$ cat config.mk
export PLATFORM = sky130hd
export DESIGN_NAME = sb_tx_msg_engine
export DESIGN_NICKNAME = d
export VERILOG_FILES = /design/src/rtl/sb_tx_pkg.sv /design/src/rtl/sb_tx_msg_engine_fifo.sv /design/src/rtl/sb_tx_msg_engine.sv
export SDC_FILE = /design/constraint.sdc
export NUM_CORES = 1
export LEC_CHECK = 0
export CAP_MARGIN = 20
export CELL_PAD_IN_SITES_DETAIL_PLACEMENT = 1
export CELL_PAD_IN_SITES_GLOBAL_PLACEMENT = 1
export CORE_AREA = 2 2 136 138
export DETAILED_ROUTE_END_ITERATION = 8
export DIE_AREA = 0 0 138 140
export DONT_BUFFER_PORTS = 1
export PLACE_DENSITY = 0.74
export SLEW_MARGIN = 20
export SYNTH_ARGS = -nofsm -noshare
export SYNTH_HDL_FRONTEND = slang
export SYNTH_HIERARCHICAL = 1
export SYNTH_SLANG_ARGS = --single-unit
$ cat constraint.sdc
create_clock -name i_clk -period 3.1 [get_ports i_clk]
set_input_delay 0.155 -clock i_clk [delete_from_list [all_inputs] [get_ports i_clk]]
set_output_delay 0.155 -clock i_clk [all_outputs]
set_load 0.01 [all_outputs]
$ cat src/rtl/sb_tx_pkg.sv
// Shared types and packet layout for the sideband TX message engine.
package sb_tx_pkg;

  typedef enum logic [1:0] {IDLE = 2'd0, SEND = 2'd1, WAIT_RSP = 2'd2} fsm_e;
  typedef enum logic {SRC_LTSM = 1'b0, SRC_RDI = 1'b1} src_e;

  localparam int unsigned INFO_W  = 3;
  localparam int unsigned NO_W    = 4;
  localparam int unsigned SUB_W   = 4;
  localparam int unsigned STATE_W = 3;
  // Message header width including rsp_req (not transmitted)
  localparam int unsigned HDR_W   = 1 + STATE_W + SUB_W + NO_W + INFO_W;

  // Header field offsets above the data field in the packet
  localparam int unsigned INFO_OFF  = 0;
  localparam int unsigned NO_OFF    = INFO_OFF + INFO_W;
  localparam int unsigned SUB_OFF   = NO_OFF + NO_W;
  localparam int unsigned STATE_OFF = SUB_OFF + SUB_W;
  localparam int unsigned SRC_OFF   = STATE_OFF + STATE_W;

  typedef struct packed {
    logic               rsp_req;
    logic [STATE_W-1:0] state;
    logic [SUB_W-1:0]   sub_state;
    logic [NO_W-1:0]    msg_no;
    logic [INFO_W-1:0]  msg_info;
  } msg_hdr_t;

  function automatic logic ctrl_parity(input msg_hdr_t hdr, input src_e src);
    return ^{src, hdr.state, hdr.sub_state, hdr.msg_no, hdr.msg_info};
  endfunction

endpackage

$ cat src/rtl/sb_tx_msg_engine_fifo.sv
// Registered synchronous FIFO; clear takes priority over pop, a push in the
// clear cycle survives, and push+pop is allowed while full.
module sb_sync_fifo #(
  parameter int unsigned W     = 32,
  parameter int unsigned DEPTH = 4
) (
  input  logic                       i_clk,
  input  logic                       i_rst,
  input  logic                       i_clr,
  input  logic                       i_push,
  input  logic [W-1:0]               i_wdata,
  input  logic                       i_pop,
  output logic [W-1:0]               o_rdata,
  output logic                       o_full,
  output logic                       o_empty,
  output logic [$clog2(DEPTH+1)-1:0] o_level
);

  localparam int unsigned AW = $clog2(DEPTH);
  localparam int unsigned LW = $clog2(DEPTH + 1);

  logic [W-1:0]  mem [DEPTH];
  logic [AW-1:0] wr_ptr;
  logic [AW-1:0] rd_ptr;
  logic [LW-1:0] count;
  logic          push_ok;
  logic          pop_ok;

  always_comb begin
    o_full  = (count == LW'(DEPTH));
    o_empty = (count == '0);
    pop_ok  = i_pop && !o_empty && !i_clr;
    push_ok = i_push && (i_clr || !o_full || pop_ok);
  end

  assign o_rdata = mem[rd_ptr];
  assign o_level = count;

  always_ff @(posedge i_clk) begin
    if (push_ok) mem[wr_ptr] <= i_wdata;
  end

  always_ff @(posedge i_clk) begin
    if (i_rst) begin
      wr_ptr <= '0;
      rd_ptr <= '0;
      count  <= '0;
    end else begin
      if (push_ok) wr_ptr <= wr_ptr + AW'(1);
      if (i_clr) begin
        rd_ptr <= wr_ptr;
        count  <= push_ok ? LW'(1) : '0;
      end else begin
        if (pop_ok) rd_ptr <= rd_ptr + AW'(1);
        case ({push_ok, pop_ok})
          2'b10:   count <= count + LW'(1);
          2'b01:   count <= count - LW'(1);
          default: ;
        endcase
      end
    end
  end

endmodule

$ cat src/rtl/sb_tx_msg_engine.sv
// Sideband TX message engine: round-robin LTSM/RDI intake, queue, packer and
// response tracking. Optional packet parity bits: define SB_TX_PARITY_EN.
module sb_tx_msg_engine
  import sb_tx_pkg::*;
#(
  parameter int unsigned DATA_W      = 16,
  parameter int unsigned PKT_W       = 64,
  parameter int unsigned DEPTH       = 4,
  parameter int unsigned TIMEOUT_CYC = 8000
) (
  input  logic                       i_clk,
  input  logic                       i_rst,
  input  logic                       i_ltsm_valid,
  output logic                       o_ltsm_ready,
  input  logic [DATA_W+14:0]         i_ltsm_msg,
  input  logic                       i_rdi_valid,
  output logic                       o_rdi_ready,
  input  logic [DATA_W+14:0]         i_rdi_msg,
  input  logic                       i_flush,
  input  logic                       i_stop_cnt,
  input  logic                       i_ser_done,
  input  logic                       i_rsp_rcvd,
  output logic                       o_pkt_valid,
  output logic [PKT_W-1:0]           o_pkt,
  output logic                       o_time_out,
  output logic                       o_busy,
  output logic [$clog2(DEPTH+1)-1:0] o_level
);

  localparam int unsigned MSG_W = DATA_W + HDR_W;
  localparam int unsigned ENT_W = MSG_W + 1;
  localparam int unsigned CNT_W = $clog2(TIMEOUT_CYC + 1);

  fsm_e             state_q;
  src_e             rr_q;
  logic [CNT_W-1:0] cnt_q;
  logic             rsp_req_q;

  logic             grant_l;
  logic             grant_r;
  logic             full;
  logic             empty;
  logic             push;
  logic             pop;
  logic             clr;
  logic             to_hit;
  logic [ENT_W-1:0] wdata;
  logic [ENT_W-1:0] rdata;
  msg_hdr_t         rd_hdr;
  src_e             rd_src;
  logic [DATA_W-1:0] rd_data;
  logic [PKT_W-1:0] pkt_c;

  // Round-robin arbiter: a lone requester wins, otherwise the pointer decides
  always_comb begin
    grant_l      = i_ltsm_valid && (!i_rdi_valid || (rr_q == SRC_LTSM));
    grant_r      = i_rdi_valid && (!i_ltsm_valid || (rr_q == SRC_RDI));
    o_ltsm_ready = grant_l && !full && !i_flush;
    o_rdi_ready  = grant_r && !full && !i_flush;
    push         = o_ltsm_ready || o_rdi_ready;
    wdata        = grant_r ? {SRC_RDI, i_rdi_msg} : {SRC_LTSM, i_ltsm_msg};
  end

  always_comb begin
    pop    = (state_q == IDLE) && !empty && !i_flush;
    to_hit = (state_q == WAIT_RSP) && (cnt_q == CNT_W'(TIMEOUT_CYC - 1)) &&
             !i_rsp_rcvd && !i_stop_cnt && !i_flush;
    clr    = i_flush || to_hit;
  end

  sb_sync_fifo #(
    .W     (ENT_W),
    .DEPTH (DEPTH)
  ) u_fifo (
    .i_clk   (i_clk),
    .i_rst   (i_rst),
    .i_clr   (clr),
    .i_push  (push),
    .i_wdata (wdata),
    .i_pop   (pop),
    .o_rdata (rdata),
    .o_full  (full),
    .o_empty (empty),
    .o_level (o_level)
  );

  // Packer: data at the bottom, header fields above, parity in the top two bits
  always_comb begin
    rd_data = rdata[DATA_W-1:0];
    rd_hdr  = msg_hdr_t'(rdata[DATA_W +: HDR_W]);
    rd_src  = src_e'(rdata[ENT_W-1]);
    pkt_c   = '0;
    pkt_c[DATA_W-1:0]                  = rd_data;
    pkt_c[DATA_W + INFO_OFF  +: INFO_W]  = rd_hdr.msg_info;
    pkt_c[DATA_W + NO_OFF    +: NO_W]    = rd_hdr.msg_no;
    pkt_c[DATA_W + SUB_OFF   +: SUB_W]   = rd_hdr.sub_state;
    pkt_c[DATA_W + STATE_OFF +: STATE_W] = rd_hdr.state;
    pkt_c[DATA_W + SRC_OFF]              = rd_src;
`ifdef SB_TX_PARITY_EN
    pkt_c[PKT_W-1] = ^rd_data;
    pkt_c[PKT_W-2] = ctrl_parity(rd_hdr, rd_src);
`endif
  end

  assign o_busy = (state_q != IDLE) || !empty;

  always_ff @(posedge i_clk) begin
    if (i_rst) begin
      state_q     <= IDLE;
      rr_q        <= SRC_LTSM;
      cnt_q       <= '0;
      rsp_req_q   <= 1'b0;
      o_pkt_valid <= 1'b0;
      o_pkt       <= '0;
      o_time_out  <= 1'b0;
    end else begin
      o_time_out <= 1'b0;
      if (push) rr_q <= (rr_q == SRC_LTSM) ? SRC_RDI : SRC_LTSM;
      if (i_flush) begin
        state_q     <= IDLE;
        cnt_q       <= '0;
        o_pkt_valid <= 1'b0;
      end else begin
        case (state_q)
          IDLE: begin
            if (pop) begin
              o_pkt       <= pkt_c;
              o_pkt_valid <= 1'b1;
              rsp_req_q   <= rd_hdr.rsp_req;
              state_q     <= SEND;
            end
          end
          SEND: begin
            if (i_ser_done) begin
              o_pkt_valid <= 1'b0;
              cnt_q       <= '0;
              state_q     <= rsp_req_q ? WAIT_RSP : IDLE;
            end
          end
          WAIT_RSP: begin
            // A response on the terminal cycle beats the timeout
            if (i_rsp_rcvd) begin
              cnt_q   <= '0;
              state_q <= IDLE;
            end else if (to_hit) begin
              o_time_out <= 1'b1;
              cnt_q      <= '0;
              state_q    <= IDLE;
            end else if (!i_stop_cnt) begin
              cnt_q <= cnt_q + CNT_W'(1);
            end
          end
          default: state_q <= IDLE;
        endcase
      end
    end
  end

endmodule

-- Yosys cells after proc, flatten, opt, wreduce, memory -nomap -nowiden
Memory sizes are Yosys's and may differ from the RTL's. A register that Yosys moved wholly into a read port is not among the register bits.
Index checks and enable logic that the tools add are counted.
W data, S select, Z words.
- register bits: 25
- RAM bits: 128
- bits of input ports: 70
- output and inout bits: 72
- word-level logic and storage cells: 94
- memories kept: 1
- memory list (name ; depth ; width ; read ports ; clocked after Yosys merged registers in ; wr ports ; line ; RTL):
    u_fifo.mem ; 4 ; 32 ; 1 ; 1 ; 1 ; sb_tx_msg_engine_fifo.sv:22 ; logic [W-1:0] mem [DEPTH];
- add/sub/neg operators: 5
- equal/unequal tests: 10
- multiplexer cells: 24
- bitwise operators: 3
- reduce and logical (&&, ||, !) cells: 43
- operators by type and width (operator ; count):
    $mux W13 ; 4
    $mux W32 ; 1
    $pmux W13 S2 ; 1
    $logic_and A1 B1 Y1 ; 15
    $mux W2 ; 7
    $add A13 B1 Y13 const B ; 1
    $eq A13 B13 Y1 const B ; 1
    $reduce_and A3 Y1 ; 4
    $logic_not A1 Y1 ; 8
    $reduce_bool A2 Y1 ; 4
    $logic_or A1 B1 Y1 ; 7
    $mux W1 ; 7
    $pmux W2 S3 ; 1
    $pmux W3 S2 ; 1
    $add A2 B1 Y2 const B ; 2
    $eq A2 B1 Y1 const B ; 2
    $eq A2 B2 Y1 const B ; 2
    $ne A4 B4 Y1 const B ; 1
    $reduce_or A4 Y1 ; 1
    $add A3 B1 Y3 const B ; 1
    $eq A3 B3 Y1 const B ; 1
    $logic_not A3 Y1 ; 1
    $mux W3 ; 1
    $ne A3 B3 Y1 const B ; 1
    other kinds (8) ; 10

-- Depth between registers and ports, before layout
- depth in word-level cells: 13
- mapped depth: 13
- depth with buffers taken out: 10

-- By module
The synthesis kept the hierarchy.
- modules (own cells, without submodules) (module ; times used ; cells each ; area each (um^2) ; seq. area each (um^2)):
    sb_sync_fifo ; 1 ; 235 ; 5247.5 ; 4023.9
    sb_tx_msg_engine ; 1 ; 358 ; 2882.8 ; 1001.0

-- Worst setup path before layout
OpenSTA, ideal clock, no wires.
- path kind: reg2reg
- start point: register u_fifo.count[2], in the netlist u_fifo/o_level[2]
- end point: memory u_fifo.mem[0][0], enable pin
- setup time: 0.392 ns
- arrival time: 2.676 ns
- required time: 2.708 ns
- slack: 0.032 ns
- cell stages (with the launch flop): 11
- buffers on the path: 3
- period minus slack after synthesis: 3.068 ns
- cells stage by stage: dfxtp_1 -> buf_2 -> nor3_1 -> nor2_1 -> nand2_1 -> clkinv_1 -> clkbuf_1 -> buf_4 -> nor2_1 -> a31oi_4 -> and2_1
- longest elaborated chain between the ends: 10
- elaborated cells on any way between the ends: 18
- classes of those cells: eq/ne (1); mux (2); reduce/logical (15)
- RTL lines (item ; line ; RTL):
    start: declaration ; sb_tx_msg_engine_fifo.sv:25 ; logic [LW-1:0] count;
    start signal: assignment ; sb_tx_msg_engine_fifo.sv:52 ; count <= push_ok ? LW'(1) : '0;
    start signal: assignment ; sb_tx_msg_engine_fifo.sv:56 ; 2'b10: count <= count + LW'(1);
    start signal: assignment ; sb_tx_msg_engine_fifo.sv:57 ; 2'b01: count <= count - LW'(1);
    $logic_not A3 Y1 ; sb_tx_msg_engine_fifo.sv:31 ; o_empty = (count == '0);
    net empty ; sb_tx_msg_engine.sv:42 ; logic empty;
    $logic_not A1 Y1 ; sb_tx_msg_engine.sv:65 ; pop = (state_q == IDLE) && !empty && !i_flush;
    $logic_and A1 B1 Y1 (2 in a row) ; sb_tx_msg_engine.sv:65 ;
    net pop ; sb_tx_msg_engine.sv:44 ; logic pop;
    $logic_and A1 B1 Y1 (2 in a row) ; sb_tx_msg_engine_fifo.sv:32 ; pop_ok = i_pop && !o_empty && !i_clr;
    $logic_or A1 B1 Y1 ; sb_tx_msg_engine_fifo.sv:33 ; push_ok = i_push && (i_clr || !o_full || pop_ok);
    $logic_and A1 B1 Y1 ; sb_tx_msg_engine_fifo.sv:33 ;
    $mux W1 ; sb_tx_msg_engine_fifo.sv:40 ; if (push_ok) mem[wr_ptr] <= i_wdata;
    $mux W1 (not written as such) ; sb_tx_msg_engine_fifo.sv:40 ;
    end: declaration ; sb_tx_msg_engine_fifo.sv:22 ;
The timed path passes the listed nets, and every way through them passes these cells.

-- Worst setup path in the final report
- start point: register cnt_q[0]
- end point: register u_fifo.count[2], in the netlist u_fifo/o_level[2]
- longest elaborated chain between the ends: 13
- elaborated cells on any way between the ends: 16
- classes of those cells: eq/ne (3); mux (2); reduce/logical (11)
- RTL lines (item ; line ; RTL):
    start: declaration ; sb_tx_msg_engine.sv:36 ; logic [CNT_W-1:0] cnt_q;
    start signal: assignment ; sb_tx_msg_engine.sv:150 ; cnt_q <= cnt_q + CNT_W'(1);
    $eq A13 B13 Y1 (*) ; sb_tx_msg_engine.sv:66 ; to_hit = (state_q == WAIT_RSP) && (cnt_q == CNT_W'(TIMEOUT_CYC - 1)) &&
    $logic_and A1 B1 Y1 (*) (2 in a row) ; sb_tx_msg_engine.sv:66 ;
    $logic_and A1 B1 Y1 (*) (2 in a row) ; sb_tx_msg_engine.sv:67 ; !i_rsp_rcvd && !i_stop_cnt && !i_flush;
    $logic_or A1 B1 Y1 (*) ; sb_tx_msg_engine.sv:68 ; clr = i_flush || to_hit;
    net clr ; sb_tx_msg_engine.sv:45 ; logic clr;
    $logic_not A1 Y1 ; sb_tx_msg_engine_fifo.sv:32 ;
    $logic_and A1 B1 Y1 ; sb_tx_msg_engine_fifo.sv:32 ;
    $logic_or A1 B1 Y1 ; sb_tx_msg_engine_fifo.sv:33 ;
    $logic_and A1 B1 Y1 ; sb_tx_msg_engine_fifo.sv:33 ;
    $eq A2 B1 Y1 / $eq A2 B2 Y1 (equally long branches) ; sb_tx_msg_engine_fifo.sv:55 ; case ({push_ok, pop_ok})
    $pmux W3 S2 ; sb_tx_msg_engine_fifo.sv:55 ;
    $mux W3 ; sb_tx_msg_engine_fifo.sv:50 ; if (i_clr) begin
The timed path passes the listed nets; every way through them passes the cells marked *.
A chain may end at the register's enable or synchronous reset.

==> out/metrics.cfg <==
[clocking]
cts_tree = built
insertion_delay_ps = 440
cts_made_buffers = 17
clockRootBuffer = sky130_fd_sc_hd__clkbuf_16
htreeDepth = 4
cts_sinks = 187
clock_tree.buffer_depth = 2
clock_slew_seen_by_the_registers_of_the_worst_setup_and_hold_paths_ps = 70
cts_setup_buffers = 0

[run]
maxCapViolCount = 0

[routing]
dr.max_layer_used = met4
dr_wl_met2_mm = 10.20
drt-pass1-iter-count = 4
met1_length_mm = 7.722
route.detailed.vias_per_inst = 5.538
final_routed_wire_length_divided_by_cell_count_um = 21.45
drt_drc_violations_left = 0
drt_iter0_drc = 320
postRouteAntennaNets = 0
route.final.wire_length_mm = 19.17
dr_total_vias = 4951
met3RoutedLength_mm = 1.030

[yosys]
synth-edff-count = 128
synth_seq_cells = 187
netlist.top_cell.by_area = sky130_fd_sc_hd__edfxtp_1
synthesis.instances = 593
synthesis.yosys.warnings = 6
synth.avg_cell_area_um2 = 13.71
synth.top_cells.by_area = sky130_fd_sc_hd__edfxtp_1, sky130_fd_sc_hd__dfxtp_1, sky130_fd_sc_hd__mux4_2
async_reset_ff_share_pct = 0
ys_types = 67
synth.yosys.seq_area_share_pct = 61.80
post-synth-top-area-fraction_pct = 47.28
synth_ff_type = sky130_fd_sc_hd__edfxtp_1
netlist_area_pre_place_um2 = 8130

[sta]
achievable-frequency_mhz = 359.1
worst_slack_ps = 315.0
worst_clock_skew_ps = 12.97
layout_worst_path_cycle_share_pct = 89.84
finalMaxSlewViolations = 0
setup_viol = 0
timing.max_slew.rel_slack_pct = 41.39
rsz_0062_raised_after_global_routing = no
timing.setup.tns_ps = 0
min_period_ps = 2785
hold_viol_final = 0
pin_slew_with_the_least_headroom_to_its_limit_ps = 879.2

[floorplan]
initial_core_utilization_pct = 45.73
dieArea_um2 = 19320
die-width_um = 138
core_region_area_um2 = 17780
io_pins = 142
fp-row-count = 49
fp.dieH_um = 140

[placement]
placed_cell_area_um2 = 8346
detailed_place_hpwl_mm = 11.82
gpl.final_weighted_congestion = 0.7809
dp.cells = 805
port_buffers = 0
place_worst_setup_slack_ps = 309.8

[pwr]
power-per-cell-area_nw_per_um2 = 578.0
power.leakage_uw = 0.003144
worst_ir_drop_vdd_mv = 0.5080

[global_route]
first_global_vias = 5415
global_route_wire_length_before_repair_mm = 30.50
antenna_violations_before_repair = 0
grt_max_degree = 43
grt.overflow.total = 0
globalRouteTotalUtil_pct = 20.54

[cells_and_area]
antennaDiodeCount = 0
most-common-layout-cells = sky130_fd_sc_hd__edfxtp_1, sky130_fd_sc_hd__nand2_1, sky130_fd_sc_hd__dfxtp_1, sky130_fd_sc_hd__dlygate4sd3_1, sky130_fd_sc_hd__a21oi_1
area.growth.synth_to_final_pct = 17.25
area_used_by_sequential_logic_in_the_layout_um2 = 5027
number_of_fill_cells = 1765
layout_commonest_cell = sky130_fd_sc_hd__edfxtp_1
multi_input_comb_area_um2 = 2790
final_layout_size_suffix_gt1_share_pct = 21.35
final_core_util_pct = 53.62
num-nets-final = 731
count_of_placed_standard_cells_in_the_final_layout_fillers_left_out = 894
stdcell_area_um2 = 9533

[worst_setup_path]
timing.setup.critical_path_class = reg -> reg
critical_path_arrival_ps = 3090
worst_ep_required_time_ps = 3400
cp-start-kind = register
crit_path_end_kind = register
critical_path.max_fanout = 6
reg2reg_setup_slack_ps = 320

[status]
outcome = finished, final reports clean

[worst_hold_path]
holdCritPathClass = in -> reg

-- worst max-delay path: stages (launching register included) --
cell,delay (ps)
sky130_fd_sc_hd__dfxtp_1,400
sky130_fd_sc_hd__ha_1,220
sky130_fd_sc_hd__nand4b_1,200
sky130_fd_sc_hd__nor3_1,270
sky130_fd_sc_hd__nand4_1,220
sky130_fd_sc_hd__nand2b_2,220
sky130_fd_sc_hd__nor3_2,110
sky130_fd_sc_hd__fa_1,460
sky130_fd_sc_hd__and4_1,240
sky130_fd_sc_hd__a211oi_2,200
sky130_fd_sc_hd__o311ai_2,130
-- sequential cells by signal (all words and copies together) (netlist names), named ones only --
register,flops
rr_q,1
u_fifo/o_level,3
cnt_q,13
state_q,2
rsp_req_q,1
o_pkt,31
u_fifo/rd_ptr,2
o_pkt_valid,1
u_fifo/wr_ptr,2
u_fifo/mem,128
o_time_out,1
-- Yosys cell counts (3+ instances only) --
library cell / instances
sky130_fd_sc_hd__dfxtp_1: 59
sky130_fd_sc_hd__nor3_1: 4
sky130_fd_sc_hd__nand4b_1: 3
sky130_fd_sc_hd__nand2b_1: 3
sky130_fd_sc_hd__ha_1: 8
sky130_fd_sc_hd__clkbuf_1: 17
sky130_fd_sc_hd__a211oi_1: 3
sky130_fd_sc_hd__inv_1: 8
sky130_fd_sc_hd__nand3_1: 12
sky130_fd_sc_hd__or4_2: 6
sky130_fd_sc_hd__mux4_2: 32
sky130_fd_sc_hd__o21ai_0: 6
sky130_fd_sc_hd__buf_4: 38
sky130_fd_sc_hd__mux2_2: 31
sky130_fd_sc_hd__edfxtp_1: 128
sky130_fd_sc_hd__and2_1: 8
sky130_fd_sc_hd__xnor2_1: 5
sky130_fd_sc_hd__nand4_1: 8
sky130_fd_sc_hd__nand2_1: 85
sky130_fd_sc_hd__mux2i_1: 4
sky130_fd_sc_hd__a21oi_1: 41
sky130_fd_sc_hd__buf_2: 5
sky130_fd_sc_hd__buf_1: 3
sky130_fd_sc_hd__nor2_1: 22
sky130_fd_sc_hd__a31oi_1: 6
-- final timing paths --
kind	end	cells past startpoint	start
min	u_fifo/mem[2][5]	1	i_rdi_msg[5]
max	u_fifo/o_level[2]	10	cnt_q[0]
min reg2reg	rsp_req_q	2	rsp_req_q
max reg2reg	u_fifo/o_level[2]	10	cnt_q[0]
-- stage by stage --
step | power [uW] | hold slack [ps]
after floorplan | 3174 | 342.5
after global placement | 3228 | 230.4
after detailed placement | 3252 | 234.3
after CTS | 5543 | 1.911
after global routing | 5686 | 5.841
final | 5510 | 17.84
-- logic make-up after synthesis --
kind of cell               after synthesis  share of synthesized area, %
xor gates and xnor gates                 5                        0.5386
other                                    1                       0.04612
and+or+nand+nor                        173                         10.71
muxes                                   67                         13.65
adders and majority gates                9                         1.477
AOI/OAI and AO/OA                       75                         6.187
DFF                                    187                         61.80
buffers and inverters                   76                         5.586
-- power breakdown --
group,switching (uW),internal (uW)
Combinational,232,233
Clock,1060,1160
Sequential,51.4,2770
Total,1350,4160
-- metal layers --
metal | vias up | GRT usage [%]
li1 | 2269 | -
met1 | 2502 | 24.64
met2 | 161 | 36.61
met3 | 19 | 5.265
met4 | 0 | 6.122
met5 | - | 0
-- cell type report --
cell class,instances,share of cell area [%]
Sequential cell,187,52.74
Multi-Input combinational cell,362,29.27
Tap cell,229,3.006
Inverter,9,0.3544
Clock inverter,15,1.877
Clock buffer,17,4.463
Timing Repair Buffer,75,8.295
-- timing repair --
item / in CTS / in global routing
setup endpoints to repair: 0 / 30
gates resized for setup: 0 / 1
endpoints found under the hold margin: 152 / 0
hold buffers: 57 / 0
Power figures use the tool's default switching activity.
